===== src/rtl/seg7_pkg.sv =====
// -----------------------------------------------------------------------------
// seg7_pkg
// Shared definitions for the seven-segment display blocks:
//   HEX_SEG_TABLE : hex nibble -> segment pattern (a..g on bits 0..6, active-high)
//   SEG_BLANK     : all segments off
//   scan_state_t  : scan controller states
// -----------------------------------------------------------------------------
package seg7_pkg;

    localparam logic [6:0] SEG_BLANK = 7'h00;

    // Index 0 is the rightmost entry: HEX_SEG_TABLE[4'hX] is the glyph for X.
    localparam logic [15:0][6:0] HEX_SEG_TABLE = {
        7'h71, 7'h79, 7'h5E, 7'h39,   // F E d C
        7'h7C, 7'h77, 7'h6F, 7'h7F,   // b A 9 8
        7'h07, 7'h7D, 7'h6D, 7'h66,   // 7 6 5 4
        7'h4F, 7'h5B, 7'h06, 7'h3F    // 3 2 1 0
    };

    typedef enum logic {
        IDLE = 1'b0,
        SCAN = 1'b1
    } scan_state_t;

endpackage


===== src/rtl/seg7_hex_decode.sv =====
// -----------------------------------------------------------------------------
// seg7_hex_decode
// Combinational hex nibble to seven-segment decoder.
//   hex : 4-bit value 0..F
//   seg : segments a..g on bits 0..6, active-high
// -----------------------------------------------------------------------------
module seg7_hex_decode
    import seg7_pkg::*;
(
    input  logic [3:0] hex,
    output logic [6:0] seg
);

    assign seg = HEX_SEG_TABLE[hex];

endmodule


===== src/rtl/seg7_scan_ctrl.sv =====
// -----------------------------------------------------------------------------
// seg7_scan_ctrl
// Time-multiplexed scan controller for a common-cathode seven-segment display.
// A new value is accepted over valid/ready into a shadow register and copied to
// the active register only on a frame boundary (or straight away while idle).
// Each digit gets a TICK_DIV-cycle slot: BLANK dark cycles, then lit until the
// brightness-dependent on-limit.
//   clk, rst_n : clock, asynchronous active-low reset
//   ena        : 1 = scan, 0 = idle with the display blank
//   wr_valid   : new display value offered
//   wr_ready   : shadow register free
//   wr_data    : packed hex nibbles, nibble 0 = digit 0 (rightmost)
//   bright     : on-time per slot = (bright+1)/4 of the slot
//   seg_out    : segments a..g, active-high (registered)
//   digit_sel  : one-hot digit enable, all-zero = blank (registered)
//   frame_tick : one-cycle pulse on the last cycle of each frame (registered)
// -----------------------------------------------------------------------------
module seg7_scan_ctrl
    import seg7_pkg::*;
#(
    parameter int NUM_DIGITS = 4,
    parameter int TICK_DIV   = 1000,
    parameter int BLANK      = 2
) (
    input  logic                    clk,
    input  logic                    rst_n,
    input  logic                    ena,
    input  logic                    wr_valid,
    output logic                    wr_ready,
    input  logic [4*NUM_DIGITS-1:0] wr_data,
    input  logic [1:0]              bright,
    output logic [6:0]              seg_out,
    output logic [NUM_DIGITS-1:0]   digit_sel,
    output logic                    frame_tick
);

    localparam int CNT_W  = $clog2(TICK_DIV);
    localparam int SLOT_W = (NUM_DIGITS > 1) ? $clog2(NUM_DIGITS) : 1;

    localparam logic [CNT_W-1:0]  CNT_LAST  = CNT_W'(TICK_DIV - 1);
    localparam logic [SLOT_W-1:0] SLOT_LAST = SLOT_W'(NUM_DIGITS - 1);
    localparam logic [31:0]       QUARTER   = 32'(TICK_DIV / 4);

    scan_state_t             state_q, state_d;
    logic [CNT_W-1:0]        cnt_q, cnt_d;
    logic [SLOT_W-1:0]       slot_q, slot_d;
    logic [1:0]              bright_q, bright_src;
    logic [31:0]             on_limit;
    logic                    lit;
    logic [3:0]              nibble;
    logic [6:0]              seg_dec;
    logic [6:0]              seg_d;
    logic [NUM_DIGITS-1:0]   digit_sel_d;
    logic                    frame_tick_d;
    logic [4*NUM_DIGITS-1:0] shadow_q, active_q;
    logic                    pending_q;
    logic                    accept, commit;

    // ---------------------------------------------------------------- state --
    // NOTE: sequential state uses non-blocking (<=) so every flop samples the
    // pre-edge values; combinational blocks use blocking (=).
    always_ff @(posedge clk or negedge rst_n) begin
        if (!rst_n) begin
            state_q <= IDLE;
            cnt_q   <= '0;
            slot_q  <= '0;
        end else begin
            state_q <= state_d;
            cnt_q   <= cnt_d;
            slot_q  <= slot_d;
        end
    end

    // ----------------------------------------------------------- next state --
    // NOTE: every always_comb output gets a default first so no path can infer
    // a latch.
    always_comb begin
        state_d = state_q;
        case (state_q)
            IDLE:    if (ena)  state_d = SCAN;
            SCAN:    if (!ena) state_d = IDLE;
            default: state_d = IDLE;
        endcase
    end

    // Counters run only while staying in SCAN; entering or leaving SCAN
    // starts from cnt=slot=0.
    always_comb begin
        cnt_d  = '0;
        slot_d = '0;
        if (state_q == SCAN && state_d == SCAN) begin
            if (cnt_q == CNT_LAST) begin
                slot_d = (slot_q == SLOT_LAST) ? '0 : slot_q + SLOT_W'(1);
            end else begin
                cnt_d  = cnt_q + CNT_W'(1);
                slot_d = slot_q;
            end
        end
    end

    // -------------------------------------------------------------- outputs --
    // Outputs are registered from the next cnt/slot so that they line up with
    // the counters in the cycle they describe. Brightness for a slot is the
    // value seen during its cnt=0 cycle; cnt=0 itself is always dark.
    assign bright_src = (cnt_q == '0) ? bright : bright_q;
    assign nibble     = active_q[4*slot_d +: 4];

    seg7_hex_decode u_hex_decode (
        .hex (nibble),
        .seg (seg_dec)
    );

    always_comb begin
        on_limit     = (32'(bright_src) + 32'd1) * QUARTER;
        lit          = (state_d == SCAN)
                    && (32'(cnt_d) >= 32'(BLANK))
                    && (32'(cnt_d) <  on_limit);
        digit_sel_d  = '0;
        seg_d        = SEG_BLANK;
        if (lit) begin
            digit_sel_d = NUM_DIGITS'(1) << slot_d;
            seg_d       = seg_dec;
        end
        frame_tick_d = (state_d == SCAN) && (slot_d == SLOT_LAST)
                    && (cnt_d == CNT_LAST);
    end

    always_ff @(posedge clk or negedge rst_n) begin
        if (!rst_n) begin
            seg_out    <= SEG_BLANK;
            digit_sel  <= '0;
            frame_tick <= 1'b0;
        end else begin
            seg_out    <= seg_d;
            digit_sel  <= digit_sel_d;
            frame_tick <= frame_tick_d;
        end
    end

    // ------------------------------------------------- handshake and buffers --
    // accept needs !pending and commit needs pending, so they never coincide.
    // In SCAN a commit lands on the frame_tick cycle, so the new value is first
    // used at cnt=0 of the next frame, which is always dark.
    assign wr_ready = !pending_q;
    assign accept   = wr_valid && !pending_q;
    assign commit   = pending_q && (state_q == IDLE || frame_tick);

    // NOTE: the value registers are reset explicitly because the display must
    // show 0x0 on every digit after reset, not whatever the flops powered up as.
    always_ff @(posedge clk or negedge rst_n) begin
        if (!rst_n) begin
            shadow_q  <= '0;
            active_q  <= '0;
            pending_q <= 1'b0;
            bright_q  <= '0;
        end else begin
            if (accept) begin
                shadow_q  <= wr_data;
                pending_q <= 1'b1;
            end else if (commit) begin
                active_q  <= shadow_q;
                pending_q <= 1'b0;
            end
            if (cnt_q == '0) begin
                bright_q <= bright;
            end
        end
    end

endmodule


===== config.mk =====
export PLATFORM = sky130hd
export DESIGN_NAME = seg7_scan_ctrl
export DESIGN_NICKNAME = d
export VERILOG_FILES = /design/src/rtl/seg7_pkg.sv /design/src/rtl/seg7_hex_decode.sv /design/src/rtl/seg7_scan_ctrl.sv
export SDC_FILE = /design/constraint.sdc
export NUM_CORES = 1
export LEC_CHECK = 0
export CAP_MARGIN = 10
export CORE_MARGIN = 4
export CORE_UTILIZATION = 43
export CTS_BUF_LIST = sky130_fd_sc_hd__clkbuf_4 sky130_fd_sc_hd__clkbuf_8
export DETAILED_ROUTE_END_ITERATION = 16
export GPL_TIMING_DRIVEN = 0
export PLACE_DENSITY = 0.7
export RECOVER_POWER = 50
export SLEW_MARGIN = 20
export SYNTH_ARGS = -nofsm -noshare
export SYNTH_HDL_FRONTEND = slang
export SYNTH_SLANG_ARGS = --single-unit

===== constraint.sdc =====
create_clock -name clk -period 4.5 [get_ports clk]
set_input_delay 0.45 -clock clk [delete_from_list [all_inputs] [get_ports clk]]
set_output_delay 0.45 -clock clk [all_outputs]
set_load 0.005 [all_outputs]

==> results by group, run 1 <==
Layout
  – Layout cells sized above 1: 21.6%
  – Fillers: 678
  – Area Overhead vs Synth: 20.3%
  – Antenna Cells: 0
  – Final-stage net count: approximately 370

Yosys
  – Synthesized area per cell: 11.5 um2
  – Area contributors post-synth: dfrtp_1, mux2_2, ha_1, mux2i_1, xnor2_1
  – Post-synth top area share: 46.2%
  – Asr flop ratio synth: 100%
  – Count of state elements after synthesis: 60
  – EDFF count, synth: 0
  – Leading area contributor after synthesis: dfrtp_1
  – Cell with the most instances after synthesis: dfrtp_1
  – Netlist cell types: 49
  – Syn Nets: ~330
  – Register area share after synthesis: 46.2%
  – Post-Syn Area: 0.00325 mm2
  – Syn. warnings: 0
  – Synth cell count leaders: dfrtp_1, mux2_2, ha_1
  – Mapped Cells: around 280
  – Ys flop type: dfrtp_1

Clocking
  – H-tree lvl count: 3
  – # Post-CTS Setup Buffers: 0
  – CTS root buffer: clkbuf_8
  – Bufs on Longest Clock Path: 2
  – Worst-Skew Late Latency: 0.35 ns
  – CTS buffer count: 9
  – TritonCTS clock tree: built
  – Clk pin slew, worst setup/hold paths: 0.07 ns
  – CTS Sinks: 60

STA
  – Unrepaired setup endpoints after global routing: no
  – TNS Setup: 0 ns
  – Worst hold slack: 0.369 ns
  – Slew Limit Fails: 37
  – Worst-Margin Slew: 1.85 ns
  – Slew headroom: -23.0%
  – Final period utilization: 90.3%
  – Max Freq: 0.246 GHz
  – Min Tclk post-route: 4.06 ns
  – Final setup viols: 0
  – Fin. Hold Viols: 0
  – Clock skew: approximately 0.012 ns

Flow run
  – Max-Cap Viols: 1

Hold path
  – Worst hold path class: input pin to asynchronous set/reset pin

Worst setup path
  – Max FO, Critical Path: 10
  – Critical path required time: between 4 and 5 ns
  – CP Data Arrival Time: 4.30 ns
  – Startpoint class of the critical path: flop
  – Endpoint type of the worst setup path: flop
  – WS Path Type: flop to flop

Detailed routing
  – Avg WL per Cell: 14.3 um
  – Via density: 5.24
  – # DRC: 0
  – Routed WL: 6200 um
  – Routed vias: ~2300
  – Drt first pass iters: 5
  – Iteration-0 DRC Markers: 78
  – Final ANT Viol Nets: 0

Global routing
  – First-pass GRT wire length: 10800 um
  – Tot GR Track Use: between 10% and 20%
  – Gr ovfl total: 0
  – Met3 usage: between 2 and 3%
  – Met1 usage: 20.4%
  – Initial antenna violation count: 0
  – Largest net degree at the start of global routing: 37
  – Met2 global-route usage: about a quarter
  – Vias in the first global route: 2344
  – Most Used Layer, Global Route: met2

Power
  – Pwr dens: 402 mW/mm2
  – Leakage: 1.76 nW
  – VDD IR-drop max: 0.271 mV

Placed design
  – Post-DP HPWL: 4670 um
  – Number of port buffers: 34
  – Gpl congestion: 0.893

Floorplan
  – Initial Utilization: between 40% and 50%
  – CORE AREA: 0.00729 mm2
  – DIE WIDTH: about 95 um
  – Die H: 95.0 um
  – IO Count: 35
  – # rows: 31
  – Die area: 0.00902 mm2

Status
  – Outcome: complete, but fails checks
  – Failing checks: capacitance limit, slew limit
-- routing by layer --
metal	up-vias	wire length, um
met2	43	2910
met1	1105	2920
met3	7	290
met5	-	0
li1	1107	-
met4	0	78
-- final cells by class --
class                      instances  area, um2  share of cell area (%)
tap                               99        124                    3.16
timing repair buffer              35        338                    8.63
sequential                        60       1500                    38.4
multi-input combinational        194       1650                    42.1
clock inverter                     7       52.6                    1.34
inverter                          17       63.8                    1.63
buffer                            11       65.1                    1.66
clock buffer                       9        124                    3.16
-- metrics by stage --
step                      std cells  instance area [um2]  worst slack (ns)  utilization, %  total power, mW
final                           432                 3920             0.435            53.7             1.57
after global routing            432                 3920            0.0446            53.7             1.68
after detailed placement        416                 3730             0.177            51.2             1.16
after CTS                       432                 3910             0.171            53.6             1.59
after global placement          415                 3720             0.179            51.0             1.14
after floorplan                 282                 3250             0.805               -             1.03
-- logic make-up after synthesis --
kind of cell	synth area share, %
multiplexers	17.3
AO/OA/AOI/OAI	7.65
XOR/XNOR	2.96
adder cells (fa/ha/maj)	9.31
flip-flops	46.2
buffers and inverters	3.96
AND/OR/NAND/NOR	12.6
-- worst paths after layout --
kind | startpoint | end | slack [ns] | cells past startpoint
max in group asynchronous | rst_n | active_q[2] | 1.81 | 2
hold reg to reg | shadow_q[9] | active_q[9] | 0.51 | 1
setup / recovery | cnt_q[6] | seg_out[5] | 0.44 | 17
hold / removal | rst_n | bright_q[0] | 0.37 | 1
setup reg to reg | cnt_q[6] | seg_out[5] | 0.44 | 17
min in group clk | shadow_q[9] | active_q[9] | 0.51 | 1
-- power breakdown --
part           internal (mW)  total, mW  switching [mW]  leakage, nW
logic                  0.234      0.423           0.189        0.914
registers              0.648      0.721          0.0735        0.753
clock network          0.202      0.430           0.228       0.0896
-- critical path, cell delays in order (launching register included) --
cell and delay (ns):
dfrtp_1 0.35, buf_2 0.19, nor4_4 0.33, nand3_1 0.20, mux2_2 0.37, ha_1 0.22
o21ai_0 0.18, inv_1 0.15, fa_1 0.50, inv_1 0.04, ha_1 0.17, a2111oi_1 0.29
o21ai_0 0.14, a21oi_1 0.14, a221o_1 0.16, o31ai_1 0.11, buf_4 0.20, a221oi_1 0.20
-- flip-flops by register name, indices dropped and copies added, names as in the netlist --
signal      flops
seg_out         7
bright_q        2
cnt_q          10
state_q         1
shadow_q       16
active_q       16
slot_q          2
pending_q       1
digit_sel       4
frame_tick      1
-- cell usage in the layout (no fill, tap or decap), types with 3 or more instances in the layout --
| cell type | n |
|---|---|
| nand3_1 | 9 |
| nor2_1 | 15 |
| xnor2_1 | 7 |
| a21oi_1 | 7 |
| clkinv_4 | 3 |
| mux2_2 | 39 |
| o21a_1 | 3 |
| clkdlybuf4s50_1 | 31 |
| nand2_1 | 9 |
| ha_1 | 21 |
| xor2_1 | 4 |
| clkbuf_1 | 5 |
| or3_1 | 3 |
| nor3_1 | 7 |
| dfrtp_1 | 60 |
| and4_1 | 4 |
| mux2i_1 | 11 |
| o21ai_0 | 10 |
| a31oi_1 | 3 |
| clkbuf_8 | 9 |
| buf_2 | 4 |
| and3_1 | 8 |
| inv_1 | 16 |
| a221oi_1 | 3 |
-- repair_timing --
item / 4_1_cts / 5_1_grt
endpoints found under the setup margin: 0 / 11
hold buffers: 0 / 0
hold endpoints to repair: 0 / 0
gates resized for setup: 0 / 5
Power figures use the tool's default switching activity.
==> inputs of run 2 (changes only) <==
SKIP_LAST_GASP = 1   (was default)
==> results of run 2 <==
Same layout as run 1: the final DEF is identical, and so are final timing and power.
==> inputs of run 3 (changes only) <==
CAP_MARGIN = 20   (was 10)
==> results of run 3 <==
Same layout as run 1: the final DEF is identical, and so are final timing and power.
